## src/rtl/mixer_pkg.sv

```systemverilog
// Shared constants, state encoding and accumulator sizing for the voice mixer.
package mixer_pkg;

  localparam int PROD_W   = 24;
  localparam int SAMPLE_W = 16;

  localparam logic signed [SAMPLE_W-1:0] SAT_MAX = 16'sh7FFF;
  localparam logic signed [SAMPLE_W-1:0] SAT_MIN = 16'sh8000;

  localparam logic [1:0] ST_IDLE  = 2'd0;
  localparam logic [1:0] ST_ACCUM = 2'd1;
  localparam logic [1:0] ST_OUT   = 2'd2;

  // One extra bit beyond clog2 keeps the sum of NVOICES full-scale products in range.
  function automatic int acc_width(input int nvoices);
    return PROD_W + $clog2(nvoices) + 1;
  endfunction

endpackage

```

## src/rtl/voice_mixer_if.sv

```systemverilog
// Frame handshake between the mixer (master) and the i2s serializer (slave).
interface voice_mixer_if;

  logic        i2s_ready;
  logic [31:0] sample_out;
  logic        sample_valid;

  modport master (
    input  i2s_ready,
    output sample_out,
    output sample_valid
  );

  modport slave (
    output i2s_ready,
    input  sample_out,
    input  sample_valid
  );

endinterface

```

## src/rtl/mixer_sat.sv

```systemverilog
// Arithmetic right shift (floor) of a wide accumulator followed by 16-bit saturation.
module mixer_sat
  import mixer_pkg::*;
#(
  parameter int ACC_W = 28
) (
  input  logic signed [ACC_W-1:0]    i_acc,
  input  logic        [3:0]          i_shift,
  output logic signed [SAMPLE_W-1:0] o_sat
);

  localparam logic signed [ACC_W-1:0] W_MAX = ACC_W'(SAT_MAX);
  localparam logic signed [ACC_W-1:0] W_MIN = ACC_W'(SAT_MIN);

  logic signed [ACC_W-1:0] w_shifted;

  assign w_shifted = i_acc >>> i_shift;

  always_comb begin
    o_sat = w_shifted[SAMPLE_W-1:0];
    if (w_shifted > W_MAX) begin
      o_sat = SAT_MAX;
    end else if (w_shifted < W_MIN) begin
      o_sat = SAT_MIN;
    end
  end

endmodule

```

## src/rtl/voice_mixer.sv

```systemverilog
// Snapshots NVOICES voices on i2s_ready, accumulates gain*voice one voice per clock
// into L/R, then shifts, saturates and presents a {L,R} frame.
module voice_mixer
  import mixer_pkg::*;
#(
  parameter int NVOICES = 6,
  parameter int GAIN_W  = 8
) (
  input  logic                          clk24,
  input  logic                          rst_n,
  voice_mixer_if.master                 bus,
  input  logic [NVOICES*SAMPLE_W-1:0]   voices,
  input  logic [NVOICES*GAIN_W-1:0]     gains,
  input  logic [NVOICES-1:0]            pan_l,
  input  logic [NVOICES-1:0]            pan_r,
  input  logic [3:0]                    master_shift,
  input  logic                          clear_overrun,
  output logic                          busy,
  output logic                          overrun
);

  localparam int ACC_W = acc_width(NVOICES);
  localparam int IDX_W = (NVOICES > 1) ? $clog2(NVOICES) : 1;
  localparam int MUL_W = SAMPLE_W + GAIN_W + 1;

  logic [1:0]                       r_state;
  logic [IDX_W-1:0]                 r_idx;
  logic [NVOICES*SAMPLE_W-1:0]      r_voices;
  logic [NVOICES*GAIN_W-1:0]        r_gains;
  logic [NVOICES-1:0]               r_panL;
  logic [NVOICES-1:0]               r_panR;
  logic [3:0]                       r_shift;
  logic signed [ACC_W-1:0]          r_accL;
  logic signed [ACC_W-1:0]          r_accR;
  logic [2*SAMPLE_W-1:0]            r_sampleOut;
  logic                             r_sampleValid;
  logic                             r_overrun;

  logic signed [SAMPLE_W-1:0]       w_voice;
  logic [GAIN_W-1:0]                w_gain;
  logic signed [GAIN_W:0]           w_gainExt;
  logic signed [MUL_W-1:0]          w_prod;
  logic signed [ACC_W-1:0]          w_prodExt;
  logic                             w_lastVoice;
  logic signed [SAMPLE_W-1:0]       w_satL;
  logic signed [SAMPLE_W-1:0]       w_satR;

  // Gain is unsigned, so a zero MSB makes it a non-negative signed multiplicand.
  assign w_voice     = r_voices[r_idx*SAMPLE_W +: SAMPLE_W];
  assign w_gain      = r_gains[r_idx*GAIN_W +: GAIN_W];
  assign w_gainExt   = {1'b0, w_gain};
  assign w_prod      = w_voice * w_gainExt;
  assign w_prodExt   = ACC_W'(w_prod);
  assign w_lastVoice = (r_idx == IDX_W'(NVOICES - 1));

  assign busy             = (r_state != ST_IDLE);
  assign overrun          = r_overrun;
  assign bus.sample_out   = r_sampleOut;
  assign bus.sample_valid = r_sampleValid;

  mixer_sat #(.ACC_W(ACC_W)) u_satL (
    .i_acc   (r_accL),
    .i_shift (r_shift),
    .o_sat   (w_satL)
  );

  mixer_sat #(.ACC_W(ACC_W)) u_satR (
    .i_acc   (r_accR),
    .i_shift (r_shift),
    .o_sat   (w_satR)
  );

  // A new mix only starts from IDLE; a pulse in ACCUM or OUT just flags overrun.
  always_ff @(posedge clk24 or negedge rst_n) begin
    if (!rst_n) begin
      r_state       <= ST_IDLE;
      r_idx         <= '0;
      r_voices      <= '0;
      r_gains       <= '0;
      r_panL        <= '0;
      r_panR        <= '0;
      r_shift       <= '0;
      r_accL        <= '0;
      r_accR        <= '0;
      r_sampleOut   <= '0;
      r_sampleValid <= 1'b0;
      r_overrun     <= 1'b0;
    end else begin
      r_sampleValid <= 1'b0;

      if (bus.i2s_ready && busy) begin
        r_overrun <= 1'b1;
      end else if (clear_overrun) begin
        r_overrun <= 1'b0;
      end

      case (r_state)
        ST_IDLE: begin
          if (bus.i2s_ready) begin
            r_voices <= voices;
            r_gains  <= gains;
            r_panL   <= pan_l;
            r_panR   <= pan_r;
            r_shift  <= master_shift;
            r_accL   <= '0;
            r_accR   <= '0;
            r_idx    <= '0;
            r_state  <= ST_ACCUM;
          end
        end
        ST_ACCUM: begin
          if (r_panL[r_idx]) begin
            r_accL <= r_accL + w_prodExt;
          end
          if (r_panR[r_idx]) begin
            r_accR <= r_accR + w_prodExt;
          end
          if (w_lastVoice) begin
            r_state <= ST_OUT;
          end else begin
            r_idx <= r_idx + 1'b1;
          end
        end
        ST_OUT: begin
          r_sampleOut   <= {w_satL, w_satR};
          r_sampleValid <= 1'b1;
          r_state       <= ST_IDLE;
        end
        default: begin
          r_state <= ST_IDLE;
        end
      endcase
    end
  end

endmodule

```

## src/flat_wrapper.sv

```systemverilog
// flat-port wrapper written by rule: the top's interface ports become plain ports
module voice_mixer_flat import mixer_pkg::*;
#(
  parameter int NVOICES = 6,
  parameter int GAIN_W  = 8
)
  (clk24, rst_n, voices, gains, pan_l, pan_r, master_shift, clear_overrun, busy, overrun, bus_i2s_ready, bus_sample_out, bus_sample_valid);
  voice_mixer_if bus_i ();
  input  logic clk24;
  input  logic rst_n;
  input  logic [NVOICES*SAMPLE_W-1:0] voices;
  input  logic [NVOICES*GAIN_W-1:0] gains;
  input  logic [NVOICES-1:0] pan_l;
  input  logic [NVOICES-1:0] pan_r;
  input  logic [3:0] master_shift;
  input  logic clear_overrun;
  output logic busy;
  output logic overrun;
  input wire logic [$bits(bus_i.i2s_ready)-1:0] bus_i2s_ready;
  output wire logic [$bits(bus_i.sample_out)-1:0] bus_sample_out;
  output wire logic [$bits(bus_i.sample_valid)-1:0] bus_sample_valid;
  assign bus_i.i2s_ready = bus_i2s_ready;
  assign bus_sample_out = bus_i.sample_out;
  assign bus_sample_valid = bus_i.sample_valid;
  voice_mixer #(.NVOICES(NVOICES), .GAIN_W(GAIN_W)) u_core (.clk24(clk24), .rst_n(rst_n), .bus(bus_i), .voices(voices), .gains(gains), .pan_l(pan_l), .pan_r(pan_r), .master_shift(master_shift), .clear_overrun(clear_overrun), .busy(busy), .overrun(overrun));
endmodule
```

## config.mk

```make
export PLATFORM = sky130hd
export DESIGN_NAME = voice_mixer_flat
export DESIGN_NICKNAME = d
export VERILOG_FILES = /design/src/rtl/mixer_pkg.sv /design/src/rtl/voice_mixer_if.sv /design/src/rtl/mixer_sat.sv /design/src/rtl/voice_mixer.sv /design/src/flat_wrapper.sv
export SDC_FILE = /design/constraint.sdc
export NUM_CORES = 1
export LEC_CHECK = 0
export ABC_AREA = 1
export BUFFER_PORTS_ARGS = -buffer_cell sky130_fd_sc_hd__buf_4
export CAP_MARGIN = 10
export CORE_ASPECT_RATIO = 1.1
export CORE_MARGIN = 2
export CORE_UTILIZATION = 57
export CTS_CLUSTER_SIZE = 28
export DETAILED_ROUTE_END_ITERATION = 7
export PLACE_DENSITY = 0.77
export SYNTH_ARGS = -nofsm -noshare
export SYNTH_HDL_FRONTEND = slang
export SYNTH_SLANG_ARGS = --single-unit
```

## constraint.sdc

```tcl
create_clock -name clk24 -period 9.1 [get_ports clk24]
set_input_delay 0.455 -clock clk24 [delete_from_list [all_inputs] [get_ports clk24]]
set_output_delay 0.455 -clock clk24 [all_outputs]
set_load 0.02 [all_outputs]
```

# == Yosys cells after proc, flatten, opt, wreduce, memory -nomap -nowiden ==
# Cells that the tools add are included.
# word_totals
register_bits,255
input_bits,164
output_inout_bits,35
# op_classes
add_sub_neg,3
multipliers,1
magnitude_cmp,5
eq_ne,8
n_shift,4
n_mux,22
reduce_logical,10
# op_table
cell,n
28-bit one-hot mux with 2 select lines,2
96-bit by 8-bit variable part select with 16-bit output,1
28-bit 2-to-1 mux,3
16-bit 2-to-1 mux,4
28-bit by 25-bit adder with 28-bit output,2
28-bit by 16-bit > comparator with 1-bit output (second input constant),2
28-bit by 16-bit less-than comparator with 1-bit output (second input constant),2
28-bit by 4-bit >>> shifter with 28-bit output,2
48-bit by 7-bit variable part select with 8-bit output,1
16-bit by 9-bit multiplier with 25-bit output,1
3-bit AND reduction,3
1-bit binary-select mux with 3-bit select,2
3-bit 2-to-1 mux,2
2-bit by 1-bit inequality test with 1-bit output (second input constant),3
3-bit one-hot mux with 2 select lines,1
2-bit nonzero test,3
1-bit 2-to-1 mux,5
3-bit by 4-bit less-than comparator with 1-bit output (second input constant),1
2-bit 2-to-1 mux,2
2-bit inequality test (second input constant),2
2-bit one-hot mux with 2 select lines,1
2-bit AND reduction,2
3-bit by 1-bit adder with 3-bit output (second input constant),1
3-bit equality test (second input constant),1
other kinds (4),4

# == Longest topological paths before layout ==
# depth
ltp_word,5
mapped_depth,40

# == By module ==
# From an unflattened synthesis, not the netlist that was laid out.
# hier_totals
cells_unflattened,3247
area_unflattened_um2,22412.7
# by_module_without_submodules
module,instances,cells_per_inst,area_per_inst_um2,seq_area_each_um2
voice_mixer,1,2601,19069.5,6381.1
mixer_sat,2,323,1671.6,0.0

# == Worst setup path before layout ==
# Ideal clock, no wire load.
# synth_path
path_kind,register to register
startpoint,reg u_core.r_idx[0]
endpoint,reg u_core.r_accR[25]
setup_ps,126
arrival_ps,6395
required_ps,8974
path_slack_ps,2579
stages_incl_launch_ff,31
n_path_buf,4
synth_period_minus_slack_ps,6521
cell_sequence,dfrtp_1 -> buf_4 -> inv_2 -> buf_4 -> clkbuf_1 -> nor2_1 -> o21ai_1 -> buf_2 -> nand2_1 -> fa_1 -> inv_1 -> fa_1 -> fa_1 -> inv_1 -> fa_1 -> inv_1 -> ha_1 -> nand2_1 -> nor3_1 -> nand3_1 -> nand3_1 -> nand2_1 -> ha_1 -> nand2_1 -> nor2_1 -> nand2_1 -> or2_2 -> nand3_1 -> nand2_1 -> nand2_1 -> o21ai_0
# synth_via
elab_chain_cells,5
elab_cells_between_ends,10
classes_between,add/sub: 1; mul: 1; eq/ne: 1; shift: 2; mux: 4; reduce/logical: 1
# synth_lines
item,line_no,text
start: declaration,voice_mixer.sv:27,logic [IDX_W-1:0] r_idx;
start signal: assignment,voice_mixer.sv:121,r_idx <= r_idx + 1'b1;
96-bit by 8-bit variable part select with 16-bit output or 48-bit by 7-bit variable part select with 8-bit output (tied branches),"voice_mixer.sv:49, voice_mixer.sv:50",
16-bit by 9-bit multiplier with 25-bit output,voice_mixer.sv:52,assign w_prod = w_voice * w_gainExt;
28-bit by 25-bit adder with 28-bit output,voice_mixer.sv:116,r_accR <= r_accR + w_prodExt;
28-bit 2-to-1 mux,voice_mixer.sv:115,if (r_panR[r_idx]) begin
28-bit one-hot mux with 2 select lines,voice_mixer.sv:97,case (r_state)
end signal: assignment,voice_mixer.sv:116,
end: declaration,voice_mixer.sv:34,logic signed [ACC_W-1:0] r_accR;
# Parallel ways exist; a longest one is shown, timed or not. The select of a mux whose other input is x is not followed.
# A chain may end at the register's enable or synchronous reset.

# == Worst setup path after layout ==
# layout_path
startpoint,reg u_core.r_idx[1]
endpoint,reg u_core.r_accR[27]
# Same word-level chain as after synthesis.

==> results.tsv <==
metric	value	unit
final_nets	3575	
htree_levels	1	
gr-total-overflow	0	
synth_edf_count	0	
grt_max_degree	111	
grt_pass1_vias	20200	
register_area	6380	um^2
path_buf_inv	3	
yosys-top-cells-count	nand2_1, inv_1, dfrtp_1	
drv_cap	0	
drc	0	
die_w	188	um
dr.pass1.iters	5	
r2r_setup_slack	0.63	ns
ff2ff_path_depth	27	
period_minus_slack	8.47	ns
clock-sinks	255	
antenna_found_initial	0	
syn-instance-count	3068	
worst-setup-path-type	reg2reg	
cts_made_buffers	29	
cts_buffer_depth	3	
path_clk_slew	0.07	ns
slew_headroom	16.7	%
syn2layout_area_growth	13.2	%
period_share	93.0	%
worstPathArrival	8.95	ns
finalMaxSlewViolations	0	
synth_nets	3442	
drtIter0Drc	1667	
cp-start-kind	register	
die-area	38800	um^2
grt_pass1_wl	104000	um
cts_tree	yes	
r2r-start	u_core.r_idx[1]$_DFFE_PN0P_	
rows	74	
r2r_end	u_core.r_accR[27]$_DFFE_PN0P_	
crit_slowest_cell	o21ai_1	
yosys_warnings	0	
final_cells	3717	
grt.total_usage	33.8	%
crit_top_cell	a21oi_1	
start_util	57.4	%
drtAntennaViolNets	0	
slowest_delay	0.98	ns
ys_types	49	
avgSynthCellArea	6.92	um^2
tightest_slew	1.24	ns
portBuffers	198	
drive_gt1_share	9.53	%
worstSetupStartpoint	u_core.r_idx[1]$_DFFE_PN0P_	
place_inst	3663	
clkLatencyLatePin	0.60	ns
ys_seq_elements	255	
synth_top_area_share	30.1	%
crit_fanout	30	
yosysSeqAreaShare	30.1	%
tns	0	ns
place.gp.congestion	0.993	
via_per_inst	5.63	
cts_resized	0	
coreArea	36900	um^2
antennaDiodeCount	0	
outcome	finished, final reports clean	
yosysMostFrequentCell	nand2_1	
hold_viol_final	0	
hold_path_class	in2reg	
synth_area_leaders	dfrtp_1, nand2_1, fa_1, ha_1, inv_1	
worst-path-stages	27	
critPathCapture	u_core.r_accR[27]$_DFFE_PN0P_	
wl	66300	um
worstPathRequired	9.59	ns
die_y	206	um
hpwl	51200	um
synth_ff_type	dfrtp_1	
wl_per_cell	17.8	um
fmax	118	MHz
cp-end-kind	register	
vias	20900	
nFillCells	3370	
ios	199	
rsz0062_at_grt	no	
async_flop_share	100	%
multiInputGateArea	12900	um^2
synthesis.area	21200	um^2
yosysTopAreaCell	dfrtp_1	
fin_skew	0.0250	ns
setup_viol	0	
cts-root-buf	clkbuf_16	
critical_path.top_delay_family	adder cells	
per-layer routing:
metal | routed length (um) | up-vias | GRT usage [%] | part of all wire [%]
li1 | - | 10000 | - | -
met1 | 25900 | 9850 | 40.9 | 39
met2 | 32700 | 847 | 59.8 | 49
met3 | 3660 | 203 | 3.21 | 5.5
met4 | 3990 | 0 | 18.8 | 6.0
met5 | 0 | - | 0 | 0
registers in the layout, indices dropped and copies added (netlist names):
name                     flops
u_core.bus.sample_out       32
u_core.r_accL               28
u_core.r_panL                6
u_core.r_idx                 3
u_core.r_voices             96
u_core.r_accR               28
u_core.overrun               1
u_core.r_shift               4
u_core.r_gains              48
u_core.bus.sample_valid      1
u_core.r_state               2
u_core.r_panR                6
through the flow:
stage | utilization (%) | instance area [um^2] | setup WS [ns] | hold slack [ns]
global placement | 62.1 | 23000 | 1.07 | 0.449
floorplan | - | 21200 | 2.58 | 0.159
global route | 65.0 | 24000 | 0.226 | 0.0533
detailed placement | 62.1 | 23000 | 0.944 | 0.453
finish | 65.0 | 24000 | 0.634 | 0.0621
CTS | 65.0 | 24000 | 0.907 | 0.0399
repair_timing:
item                      in CTS  in global routing
hold endpoints to repair      88                  0
buffers inserted               0                  0
hold buffers                   1                  0
worst min-delay path by stage:
stage	start	endpoint	slack [ns]	cells past startpoint
6_report	clear_overrun	u_core.overrun$_DFFE_PN0P_	0.06	2
5_1_grt	clear_overrun	u_core.overrun$_DFFE_PN0P_	0.05	2
4_1_cts	voices[89]	u_core.r_voices[89]$_DFFE_PN0P_	0.04	3
3_5_place_dp	u_core.r_voices[65]$_DFFE_PN0P_	u_core.r_voices[65]$_DFFE_PN0P_	0.45	2
3_3_place_gp	u_core.r_voices[33]$_DFFE_PN0P_	u_core.r_voices[33]$_DFFE_PN0P_	0.45	2
2_1_floorplan	rst_n	u_core.bus.sample_out[0]$_DFFE_PN0P_	0.16	0
cell type report:
class / count / area share, %
inverter: 359 / 5.65
timing repair buffer: 225 / 7.13
clock buffer: 37 / 3.31
multi-input combinational: 2331 / 53.7
sequential: 255 / 26.6
tap: 494 / 2.57
clock inverter: 16 / 1.07
logic make-up after synthesis:
family | Yosys count | share of synthesized area (%)
xor gates and xnor gates | 33 | 1.36
AOI/OAI and AO/OA | 536 | 13.8
DFF | 255 | 30.1
adders and majority gates | 210 | 16.1
muxes | 15 | 0.708
buffers and inverters | 482 | 9.19
and+or+nand+nor | 1537 | 28.8
worst register-to-register path, stage by stage, from the launching register on:
cell,delay [ns]
dfrtp_1,0.74
nor2_2,0.41
o21ai_0,0.14
o21ai_1,0.98
nand2_1,0.36
fa_1,0.59
inv_1,0.06
fa_1,0.47
fa_1,0.49
inv_1,0.06
fa_1,0.54
inv_1,0.05
ha_1,0.39
a21oi_1,0.17
a21boi_0,0.19
nand2_1,0.15
a21oi_1,0.30
o21ai_0,0.16
xor2_1,0.50
ha_1,0.39
a21oi_1,0.26
o21ai_0,0.15
a21oi_1,0.13
nand3_1,0.20
a21oi_1,0.24
nand3_1,0.10
nand3_1,0.09
nand2_1,0.06
cells in the final DEF, fill, tap and decap left out, drive strengths merged, types with 8 or more instances in the layout:
| cell type | netlist | routed |
|---|---|---|
| clkbuf | 64 | 37 |
| ha | 106 | 106 |
| nand2 | 1148 | 1148 |
| mux2i | 15 | 15 |
| xor2 | 25 | 25 |
| nor3 | 21 | 21 |
| dfrtp | 255 | 255 |
| xnor2 | 8 | 8 |
| o21ai | 283 | 283 |
| nand4 | 12 | 12 |
| buf | 59 | 224 |
| a21oi | 149 | 149 |
| o22ai | 36 | 36 |
| nand3 | 164 | 164 |
| o211ai | 12 | 12 |
| o21bai | 13 | 13 |
| nor2 | 182 | 182 |
| fa | 104 | 104 |
| a21o | 15 | 15 |
| inv | 358 | 360 |
Power is left out: the tool's default activity adds up to more than one toggle a clock period on the data nets, which glitch-free logic cannot reach.
